File: config.mk
export PLATFORM = sky130hd
export DESIGN_NAME = cache_fsm_l2c_flat
export DESIGN_NICKNAME = d
export VERILOG_FILES = /design/src/rtl/cache_fsm_l2c_if.sv /design/src/rtl/cache_fsm_l2c.sv /design/src/flat_wrapper.sv
export SDC_FILE = /design/constraint.sdc
export NUM_CORES = 2
export LEC_CHECK = 0
export ABC_AREA = 1
export CAP_MARGIN = 20
export CORE_ASPECT_RATIO = 1.4
export CORE_UTILIZATION = 60
export CTS_BUF_LIST = sky130_fd_sc_hd__clkbuf_4
export CTS_CLUSTER_SIZE = 16
export DETAILED_ROUTE_END_ITERATION = 7
export PLACE_DENSITY = 0.8
export SLEW_MARGIN = 5
export SYNTH_ARGS = -nofsm -noshare
export SYNTH_HDL_FRONTEND = slang
export SYNTH_SLANG_ARGS = --single-unit
File: constraint.sdc
create_clock -name clk -period 20.1 [get_ports clk]
set_input_delay 4.02 -clock clk [delete_from_list [all_inputs] [get_ports clk]]
set_output_delay 4.02 -clock clk [all_outputs]
set_load 0.05 [all_outputs]
File: src/rtl/cache_fsm_l2c_if.sv
// L1-side request/acknowledge bus plus the main-memory handshake of the L2 responder.
// The slave modport is the cache's view. The master modport is the view of L1 plus memory.
interface cache_fsm_l2c_if #(
  parameter int unsigned ADDRESS_WIDTH = 32,
  parameter int unsigned DATA_WIDTH    = 32,
  parameter int unsigned LINE_WIDTH    = 128
);
  // L1 side
  logic [ADDRESS_WIDTH-1:0] cache_L2_memory_address;
  logic                     read_from_L2_request;
  logic                     write_to_L2_request;
  logic                     write_back_to_L2_request;
  logic [DATA_WIDTH-1:0]    write_word_to_L2;
  logic [LINE_WIDTH-1:0]    write_back_to_L2_data;
  logic [LINE_WIDTH-1:0]    write_data_to_L1_from_L2;
  logic                     L2_ready;
  logic                     write_to_L2_verified;
  logic                     write_back_to_L2_verified;
  logic                     L2_cache_hit;
  logic                     L2_cache_miss;
  // Main-memory side
  logic [ADDRESS_WIDTH-1:0] mem_address;
  logic                     mem_read_request;
  logic [LINE_WIDTH-1:0]    mem_read_data;
  logic                     mem_read_valid;
  logic                     mem_write_request;
  logic [LINE_WIDTH-1:0]    mem_write_data;
  logic                     mem_write_done;

  modport slave (
    input  cache_L2_memory_address, read_from_L2_request, write_to_L2_request,
           write_back_to_L2_request, write_word_to_L2, write_back_to_L2_data,
           mem_read_data, mem_read_valid, mem_write_done,
    output write_data_to_L1_from_L2, L2_ready, write_to_L2_verified,
           write_back_to_L2_verified, L2_cache_hit, L2_cache_miss,
           mem_address, mem_read_request, mem_write_request, mem_write_data
  );

  modport master (
    output cache_L2_memory_address, read_from_L2_request, write_to_L2_request,
           write_back_to_L2_request, write_word_to_L2, write_back_to_L2_data,
           mem_read_data, mem_read_valid, mem_write_done,
    input  write_data_to_L1_from_L2, L2_ready, write_to_L2_verified,
           write_back_to_L2_verified, L2_cache_hit, L2_cache_miss,
           mem_address, mem_read_request, mem_write_request, mem_write_data
  );
endinterface

File: src/rtl/cache_fsm_l2c.sv
// Direct-mapped, write-back, write-allocate L2 responder for L1 line reads, word writes
// and dirty-line write-backs. Misses are resolved through held-request memory handshakes.
// All outputs are registered.
module cache_fsm_l2c #(
  parameter int unsigned ADDRESS_WIDTH = 32,
  parameter int unsigned DATA_WIDTH    = 32,
  parameter int unsigned LINE_WIDTH    = 128,
  parameter int unsigned NUM_SETS      = 16
) (
  input logic            clk,
  input logic            reset,
  cache_fsm_l2c_if.slave bus
);
  localparam int unsigned ByteW     = $clog2(LINE_WIDTH / 8);
  localparam int unsigned WordByteW = $clog2(DATA_WIDTH / 8);
  localparam int unsigned SelW      = $clog2(LINE_WIDTH / DATA_WIDTH);
  localparam int unsigned IdxW      = $clog2(NUM_SETS);
  // The top two address bits are the processor id and are not part of the tag.
  localparam int unsigned TagW      = ADDRESS_WIDTH - 2 - ByteW - IdxW;
  localparam logic [ADDRESS_WIDTH-1:0] AlignMask =
      {{(ADDRESS_WIDTH - ByteW){1'b1}}, {ByteW{1'b0}}};

  typedef enum logic [2:0] {StIdle, StLookup, StEvict, StFill, StUpdate, StDone} state_e;
  typedef enum logic [1:0] {ReqRead, ReqWord, ReqWb} req_e;

  state_e                   state_q, state_d;
  req_e                     type_q, type_d;
  logic [ADDRESS_WIDTH-1:0] addr_q, addr_d;
  logic [DATA_WIDTH-1:0]    word_q, word_d;
  logic [LINE_WIDTH-1:0]    wb_line_q, wb_line_d;

  // Line storage: valid/dirty are reset, payload is not.
  logic [NUM_SETS-1:0]      valid_q, dirty_q;
  logic [TagW-1:0]          tag_q   [NUM_SETS];
  logic [LINE_WIDTH-1:0]    line_q  [NUM_SETS];
  logic [ADDRESS_WIDTH-1:0] laddr_q [NUM_SETS];

  // Registered outputs.
  logic [LINE_WIDTH-1:0]    rdata_q, rdata_d;
  logic                     ready_q, ready_d;
  logic                     wr_ack_q, wr_ack_d;
  logic                     wb_ack_q, wb_ack_d;
  logic                     hit_q, hit_d;
  logic                     miss_q, miss_d;
  logic [ADDRESS_WIDTH-1:0] mem_addr_q, mem_addr_d;
  logic                     mem_rd_q, mem_rd_d;
  logic                     mem_wr_q, mem_wr_d;
  logic [LINE_WIDTH-1:0]    mem_wdata_q, mem_wdata_d;

  // Array write controls.
  logic                  line_we;
  logic [LINE_WIDTH-1:0] line_wd;
  logic                  meta_we;
  logic                  dirty_we;
  logic                  dirty_wd;

  logic [IdxW-1:0] idx;
  logic [TagW-1:0] tag;
  logic [SelW-1:0] sel;
  logic            hit;

  assign idx = addr_q[ByteW +: IdxW];
  assign tag = addr_q[ADDRESS_WIDTH-3 -: TagW];
  assign sel = addr_q[WordByteW +: SelW];
  assign hit = valid_q[idx] && (tag_q[idx] == tag);

  // Next state, next registered outputs and array write controls.
  always_comb begin
    state_d     = state_q;
    type_d      = type_q;
    addr_d      = addr_q;
    word_d      = word_q;
    wb_line_d   = wb_line_q;
    rdata_d     = rdata_q;
    ready_d     = 1'b0;
    wr_ack_d    = 1'b0;
    wb_ack_d    = 1'b0;
    hit_d       = 1'b0;
    miss_d      = 1'b0;
    mem_addr_d  = mem_addr_q;
    mem_rd_d    = mem_rd_q;
    mem_wr_d    = mem_wr_q;
    mem_wdata_d = mem_wdata_q;
    line_we     = 1'b0;
    line_wd     = line_q[idx];
    meta_we     = 1'b0;
    dirty_we    = 1'b0;
    dirty_wd    = 1'b0;

    unique case (state_q)
      StIdle: begin
        if (bus.write_back_to_L2_request || bus.write_to_L2_request ||
            bus.read_from_L2_request) begin
          addr_d    = bus.cache_L2_memory_address;
          word_d    = bus.write_word_to_L2;
          wb_line_d = bus.write_back_to_L2_data;
          if (bus.write_back_to_L2_request) begin
            type_d = ReqWb;
          end else if (bus.write_to_L2_request) begin
            type_d = ReqWord;
          end else begin
            type_d = ReqRead;
          end
          state_d = StLookup;
        end
      end
      StLookup: begin
        hit_d  = hit;
        miss_d = !hit;
        if (hit) begin
          state_d = StUpdate;
        end else if (dirty_q[idx]) begin
          state_d     = StEvict;
          mem_wr_d    = 1'b1;
          mem_addr_d  = laddr_q[idx] & AlignMask;
          mem_wdata_d = line_q[idx];
        end else if (type_q == ReqWb) begin
          // A full-line write-back needs no fill.
          state_d = StUpdate;
        end else begin
          state_d    = StFill;
          mem_rd_d   = 1'b1;
          mem_addr_d = addr_q & AlignMask;
        end
      end
      StEvict: begin
        if (bus.mem_write_done) begin
          mem_wr_d = 1'b0;
          dirty_we = 1'b1;
          dirty_wd = 1'b0;
          if (type_q == ReqWb) begin
            state_d = StUpdate;
          end else begin
            state_d    = StFill;
            mem_rd_d   = 1'b1;
            mem_addr_d = addr_q & AlignMask;
          end
        end
      end
      StFill: begin
        if (bus.mem_read_valid) begin
          mem_rd_d = 1'b0;
          line_we  = 1'b1;
          line_wd  = bus.mem_read_data;
          meta_we  = 1'b1;
          dirty_we = 1'b1;
          dirty_wd = 1'b0;
          state_d  = StUpdate;
        end
      end
      StUpdate: begin
        unique case (type_q)
          ReqRead: begin
            rdata_d = line_q[idx];
            ready_d = 1'b1;
          end
          ReqWord: begin
            line_wd[sel*DATA_WIDTH +: DATA_WIDTH] = word_q;
            line_we  = 1'b1;
            dirty_we = 1'b1;
            dirty_wd = 1'b1;
            wr_ack_d = 1'b1;
          end
          ReqWb: begin
            line_wd  = wb_line_q;
            line_we  = 1'b1;
            meta_we  = 1'b1;
            dirty_we = 1'b1;
            dirty_wd = 1'b1;
            wb_ack_d = 1'b1;
          end
          default: ;
        endcase
        state_d = StDone;
      end
      // Requests are ignored here so a still-held request is not serviced twice.
      StDone:  state_d = StIdle;
      default: state_d = StIdle;
    endcase
  end

  // State, request latches and registered outputs.
  always_ff @(posedge clk or posedge reset) begin
    if (reset) begin
      state_q     <= StIdle;
      type_q      <= ReqRead;
      addr_q      <= '0;
      word_q      <= '0;
      wb_line_q   <= '0;
      rdata_q     <= '0;
      ready_q     <= 1'b0;
      wr_ack_q    <= 1'b0;
      wb_ack_q    <= 1'b0;
      hit_q       <= 1'b0;
      miss_q      <= 1'b0;
      mem_addr_q  <= '0;
      mem_rd_q    <= 1'b0;
      mem_wr_q    <= 1'b0;
      mem_wdata_q <= '0;
    end else begin
      state_q     <= state_d;
      type_q      <= type_d;
      addr_q      <= addr_d;
      word_q      <= word_d;
      wb_line_q   <= wb_line_d;
      rdata_q     <= rdata_d;
      ready_q     <= ready_d;
      wr_ack_q    <= wr_ack_d;
      wb_ack_q    <= wb_ack_d;
      hit_q       <= hit_d;
      miss_q      <= miss_d;
      mem_addr_q  <= mem_addr_d;
      mem_rd_q    <= mem_rd_d;
      mem_wr_q    <= mem_wr_d;
      mem_wdata_q <= mem_wdata_d;
    end
  end

  // Valid and dirty bits, cleared by reset.
  always_ff @(posedge clk or posedge reset) begin
    if (reset) begin
      valid_q <= '0;
      dirty_q <= '0;
    end else begin
      if (meta_we) valid_q[idx] <= 1'b1;
      if (dirty_we) dirty_q[idx] <= dirty_wd;
    end
  end

  // Line payload, tag and eviction address.
  always_ff @(posedge clk) begin
    if (line_we) line_q[idx] <= line_wd;
    if (meta_we) begin
      tag_q[idx]   <= tag;
      laddr_q[idx] <= addr_q;
    end
  end

  assign bus.write_data_to_L1_from_L2  = rdata_q;
  assign bus.L2_ready                  = ready_q;
  assign bus.write_to_L2_verified      = wr_ack_q;
  assign bus.write_back_to_L2_verified = wb_ack_q;
  assign bus.L2_cache_hit              = hit_q;
  assign bus.L2_cache_miss             = miss_q;
  assign bus.mem_address               = mem_addr_q;
  assign bus.mem_read_request          = mem_rd_q;
  assign bus.mem_write_request         = mem_wr_q;
  assign bus.mem_write_data            = mem_wdata_q;
endmodule

File: src/flat_wrapper.sv
// flat-port wrapper written by rule: the top's interface ports become plain ports
module cache_fsm_l2c_flat 
#(
  parameter int unsigned ADDRESS_WIDTH = 32,
  parameter int unsigned DATA_WIDTH    = 32,
  parameter int unsigned LINE_WIDTH    = 128,
  parameter int unsigned NUM_SETS      = 16
)
  (clk, reset, bus_cache_L2_memory_address, bus_read_from_L2_request, bus_write_to_L2_request, bus_write_back_to_L2_request, bus_write_word_to_L2, bus_write_back_to_L2_data, bus_mem_read_data, bus_mem_read_valid, bus_mem_write_done, bus_write_data_to_L1_from_L2, bus_L2_ready, bus_write_to_L2_verified, bus_write_back_to_L2_verified, bus_L2_cache_hit, bus_L2_cache_miss, bus_mem_address, bus_mem_read_request, bus_mem_write_request, bus_mem_write_data);
  cache_fsm_l2c_if #(.ADDRESS_WIDTH(ADDRESS_WIDTH), .DATA_WIDTH(DATA_WIDTH), .LINE_WIDTH(LINE_WIDTH)) bus_i ();
  input logic clk;
  input logic reset;
  input wire logic [$bits(bus_i.cache_L2_memory_address)-1:0] bus_cache_L2_memory_address;
  input wire logic [$bits(bus_i.read_from_L2_request)-1:0] bus_read_from_L2_request;
  input wire logic [$bits(bus_i.write_to_L2_request)-1:0] bus_write_to_L2_request;
  input wire logic [$bits(bus_i.write_back_to_L2_request)-1:0] bus_write_back_to_L2_request;
  input wire logic [$bits(bus_i.write_word_to_L2)-1:0] bus_write_word_to_L2;
  input wire logic [$bits(bus_i.write_back_to_L2_data)-1:0] bus_write_back_to_L2_data;
  input wire logic [$bits(bus_i.mem_read_data)-1:0] bus_mem_read_data;
  input wire logic [$bits(bus_i.mem_read_valid)-1:0] bus_mem_read_valid;
  input wire logic [$bits(bus_i.mem_write_done)-1:0] bus_mem_write_done;
  output wire logic [$bits(bus_i.write_data_to_L1_from_L2)-1:0] bus_write_data_to_L1_from_L2;
  output wire logic [$bits(bus_i.L2_ready)-1:0] bus_L2_ready;
  output wire logic [$bits(bus_i.write_to_L2_verified)-1:0] bus_write_to_L2_verified;
  output wire logic [$bits(bus_i.write_back_to_L2_verified)-1:0] bus_write_back_to_L2_verified;
  output wire logic [$bits(bus_i.L2_cache_hit)-1:0] bus_L2_cache_hit;
  output wire logic [$bits(bus_i.L2_cache_miss)-1:0] bus_L2_cache_miss;
  output wire logic [$bits(bus_i.mem_address)-1:0] bus_mem_address;
  output wire logic [$bits(bus_i.mem_read_request)-1:0] bus_mem_read_request;
  output wire logic [$bits(bus_i.mem_write_request)-1:0] bus_mem_write_request;
  output wire logic [$bits(bus_i.mem_write_data)-1:0] bus_mem_write_data;
  assign bus_i.cache_L2_memory_address = bus_cache_L2_memory_address;
  assign bus_i.read_from_L2_request = bus_read_from_L2_request;
  assign bus_i.write_to_L2_request = bus_write_to_L2_request;
  assign bus_i.write_back_to_L2_request = bus_write_back_to_L2_request;
  assign bus_i.write_word_to_L2 = bus_write_word_to_L2;
  assign bus_i.write_back_to_L2_data = bus_write_back_to_L2_data;
  assign bus_i.mem_read_data = bus_mem_read_data;
  assign bus_i.mem_read_valid = bus_mem_read_valid;
  assign bus_i.mem_write_done = bus_mem_write_done;
  assign bus_write_data_to_L1_from_L2 = bus_i.write_data_to_L1_from_L2;
  assign bus_L2_ready = bus_i.L2_ready;
  assign bus_write_to_L2_verified = bus_i.write_to_L2_verified;
  assign bus_write_back_to_L2_verified = bus_i.write_back_to_L2_verified;
  assign bus_L2_cache_hit = bus_i.L2_cache_hit;
  assign bus_L2_cache_miss = bus_i.L2_cache_miss;
  assign bus_mem_address = bus_i.mem_address;
  assign bus_mem_read_request = bus_i.mem_read_request;
  assign bus_mem_write_request = bus_i.mem_write_request;
  assign bus_mem_write_data = bus_i.mem_write_data;
  cache_fsm_l2c #(.ADDRESS_WIDTH(ADDRESS_WIDTH), .DATA_WIDTH(DATA_WIDTH), .LINE_WIDTH(LINE_WIDTH), .NUM_SETS(NUM_SETS)) u_core (.clk(clk), .reset(reset), .bus(bus_i));
endmodule
# After elaboration in Yosys (flattened, before gate mapping)
# Memories as Yosys holds them, arrays and structs flattened.
# Index checks and enable logic that the tools add are counted.
# classes
mux	54
n_eq_ne	13
magnitude_cmp	2
reduce_logical	17
bitwise_logic	2
shifts	2
add_sub_neg	1
# ops
op	n
128-bit one-hot mux with 2 select lines	2
128-bit bitwise mux	1
128-bit 2-to-1 mux	1
32-bit 2-to-1 mux	4
32-bit by 34-bit variable shift with 128-bit output (first input constant)	1
32-bit by 34-bit variable part select with 128-bit output	1
32-bit one-hot mux with 2 select lines	1
7-bit negation with 34-bit output	1
1-bit 2-to-1 mux	28
22-bit == test	1
3-bit 2-to-1 mux	6
16-bit bitwise mux	1
16-bit bitwise OR	1
3-bit one-hot mux with 5 select lines	1
3-bit AND reduction	3
1-bit binary-select mux with 4-bit select	2
2-bit != test (second input constant)	4
3-bit by 2-bit == test with 1-bit output (second input constant)	2
1-bit one-hot mux with 2 select lines	3
1-bit one-hot mux with 3 select lines	2
4-bit by 5-bit less-than comparator with 1-bit output (second input constant)	1
5-bit AND reduction	1
1-bit demux with 4-bit select	1
4-bit by 1-bit >= comparator with 1-bit output (second input constant)	1
17 further kinds	21
# totals
wordCells	111
reg_bits	524
ramBits	2912
n_memories	3
in_bits	327
output_inout_bits	295
# memory_table
memory	words	word_bits	rd	rd_clocked_by_memory_dff	write_ports	line	source
u_core.line_q	16	128	1	0	1	cache_fsm_l2c.sv:35	logic [LINE_WIDTH-1:0] line_q [NUM_SETS];
u_core.laddr_q	16	32	1	0	1	cache_fsm_l2c.sv:36	logic [ADDRESS_WIDTH-1:0] laddr_q [NUM_SETS];
u_core.tag_q	16	22	1	0	1	cache_fsm_l2c.sv:34	logic [TagW-1:0] tag_q [NUM_SETS];

# Logic depth before layout (Yosys ltp)
# logic_depth
depth_word	6
depth_mapped	21
mapped_depth_nobuf	18

# Worst setup path before layout
# OpenSTA, ideal clock, no wires.
# synth_path
path_type	input -> register
startpoint	in bus_mem_read_valid
endpoint	mem u_core.line_q[10][0] (enable)
setup_time_ps	617
path_stages	5
setup_slack_ps	9577
t_arrival_ps	9905
path_cell_list	nand2_1 -> nand2_1 -> clkinv_1 -> clkbuf_1 -> nor2_1
# synth_via
elab_chain_cells	4
# synth_rtl
item	line	source
start: declaration	flat_wrapper.sv:20	input wire logic [$bits(bus_i.mem_read_valid)-1:0] bus_mem_read_valid;
1-bit 2-to-1 mux	cache_fsm_l2c.sv:141	if (bus.mem_read_valid) begin
1-bit one-hot mux with 2 select lines	cache_fsm_l2c.sv:90	unique case (state_q)
1-bit 2-to-1 mux	cache_fsm_l2c.sv:232	if (line_we) line_q[idx] <= line_wd;
1-bit 2-to-1 mux (not written as such)	cache_fsm_l2c.sv:232	
end: declaration	cache_fsm_l2c.sv:35	
# Every way passes these cells.

# Worst setup path after layout
# layout_path
startpoint	in bus_mem_read_valid
endpoint	mem u_core.line_q[8][99] (enable)
# The elaborated chain is that of the path after synthesis.

==> metrics <==
dpl ws 11.79 ns; ANT nets after route 0; Final setup viols 0; CP endpoint kind flop; Slew @ Worst Pin 1.278 ns; IO Pins 622; Rows 192; Tot GR Track Use 38.68%; top cells by area, synth edfxtp_1 63%, dfrtp_1 11%, a22oi_1 7.2%; first-pass GRT wire length 553,300 µm; clock sinks 3,018; synthesized flop and latch total 3,018; Rel. slew slack 14.51%; Skew-Pair Late Insertion Delay 1.39 ns; async set-or-reset flop fraction in the synthesized netlist 17.30%; maximum clock insertion buffer count 4; HPWL after DPL 224,500 µm; Top FF cell, synth edfxtp_1; Synth area leader edfxtp_1; Final Hold Fails 0; nets 10,222; Die Ht 527.1 µm; R2R Setup Slk 12.83 ns; number of port buffers 619; Via Count 87,168; initial core utilization 60.42%; Design Area, Final 136,400 µm²; sequential fraction of the synthesis area 74.49%; Tmin final 7.285 ns; share of layout cells above drive strength 1 14.11%; Mapped Area 118,200 µm²; peak supply drop 138.8 µV; Slew Limit Fails 0; Mapped Cells 8,940; cts repair resizes 0; per-cell routed wire length 29.96 µm; HP Class flop to flop; RePlAce Congestion 1.021; H-Tree Depth 6; CTS buffer count 678; DRT iter0 DRCs 14,750; total die area 198,700 µm²; Core Util, Final 69.77%; Vias per Instance 6.670; RSZ-0062 raised after global routing false; vias in the first global route 84,543; TritonCTS clock tree yes; status finished, final reports clean; worst-case clock skew 0.1785 ns; Fmax 0.1373 GHz; FF+latch area 88,020 µm²; largest net degree at the start of global routing 206; top-count cell post-synth edfxtp_1; setup_tns 0 ns; Yosys top cell area share 63.43%; core area 195,500 µm²; CTS root buffer clkbuf_4; Startpoint Class input pin; Ys Warns 0; post-CTS setup buffer count 0; worst setup margin 12.82 ns; multi-input logic area 27,060 µm²; Crit path arrival time 8.15 ns; CP Class input pin to flop; Filler cells 12,795; # Max-Cap Violations 0; initial antenna violation count 59; # DRC 0; gr ovfl total 0; Yosys cell types 45; CP required 20.96 ns; overall power 25.02 mW; Clock transition at path regs 0.07 ns; cts hold-fix bufs 0; Pre-Repair DR Iteration Count 7; Final period util 36.24%; Total Routed Length 391,500 µm; Mean Syn Cell Area 13.22 µm²; top cells by count, synth 2,496 x edfxtp_1, 2,171 x nand2_1, 1,139 x a22oi_1; Placed Area 127,100 µm²; Die X 377.1 µm; Pwr per Cell Area 183.4 nW/µm²; leakage power 49.27 nW; Layout area overhead 15.46%; Syn Nets 9,275; largest fanout on the critical path 52; Cell Count, Final, Fillers Out 13,069; Placed Cells 11,785; hold_ws 0.4617 ns; number of flops mapped to enable cells by yosys 2,496
## registers in the layout (all words and copies together), names as in the netlist, 3 cells and up
signal / flops
u_core.bus.mem_address: 32
u_core.bus.write_data_to_L1_from_L2: 128
u_core.dirty_q: 16
u_core.valid_q: 16
u_core.addr_q: 30
u_core.wb_line_q: 128
u_core.state_q: 3
u_core.line_q: 2048
u_core.word_q: 32
u_core.bus.mem_write_data: 128
u_core.laddr_q: 448
## layer usage
metal / vias up / global-route usage [%] / share of wire, %
met2: 8574 / 55.28 / 43
met3: 1588 / 15.50 / 18
met1: 41359 / 48.53 / 32
li1: 35595 / - / -
met5: - / 0 / 0.084
met4: 52 / 26.16 / 7.4
## cell usage in the layout, fill, tap and decap left out, types with 18 or more instances in the layout
| master | count |
|---|---|
| edfxtp_1 | 2496 |
| nand2_1 | 2166 |
| a22oi_1 | 1139 |
| clkbuf_4 | 1029 |
| clkdlybuf4s50_1 | 619 |
| a21oi_1 | 567 |
| dfrtp_1 | 519 |
| o21ai_0 | 380 |
| inv_1 | 214 |
| buf_4 | 214 |
| o21ai_1 | 208 |
| nand3_1 | 136 |
| clkinv_1 | 135 |
| nor2_1 | 88 |
| o211ai_1 | 73 |
| o31ai_1 | 48 |
| or4_1 | 45 |
| nor4_2 | 32 |
| diode_2 | 30 |
| nand4_1 | 27 |
| o32ai_1 | 25 |
| nor2_4 | 22 |
| nor2_2 | 20 |
| or2_2 | 18 |
## critical path, cell delays in order
cell	delay, ns
clkdlybuf4s50_1	0.52
nand2_1	0.15
nand2_1	0.17
clkinv_1	0.07
buf_4	0.28
nor2_4	0.14
buf_4	0.53
buf_4	0.94
buf_4	1.03
## report_power, final
part           internal, mW  switching, mW
logic                  2.48           7.98
clock network          2.52           2.40
registers              9.14          0.498
total                  14.1           10.9
## path summary, 6_finish.rpt
kind	startpoint	to	cells past startpoint
setup reg to reg	u_core.addr_q[5]	u_core.line_q[14][64]	11
setup / recovery	bus_mem_read_valid	u_core.line_q[8][99]	9
max in group asynchronous	reset	u_core.wb_line_q[105]	4
hold / removal	u_core.valid_q[3]	u_core.valid_q[3]	2
hold reg to reg	u_core.valid_q[3]	u_core.valid_q[3]	2
min in group asynchronous	reset	u_core.bus.write_data_to_L1_from_L2[18]	2
## logic make-up (layout without fill, tap and decap cells)
logic type / Yosys count / after routing / share of synthesized area (%)
adder cells (fa/ha/maj): 8 / 8 / 0.08472
AND/OR/NAND/NOR: 2593 / 2593 / 9.123
AO/OA/AOI/OAI: 2491 / 2491 / 13.42
flip-flops: 3018 / 3018 / 74.49
buffers and inverters: 830 / 2310 / 2.888
other: 0 / 30 / 0
## area by class of cell
type                       count  area share [%]
tap                         2619           2.402
inverter                     235          0.6814
clock buffer                1025           5.640
timing repair buffer         862           5.983
antenna                       30         0.05503
clock inverter               188          0.8860
sequential                  3018           64.52
multi-input combinational   5092           19.83
Note: power is estimated with default switching activity, not from simulation.
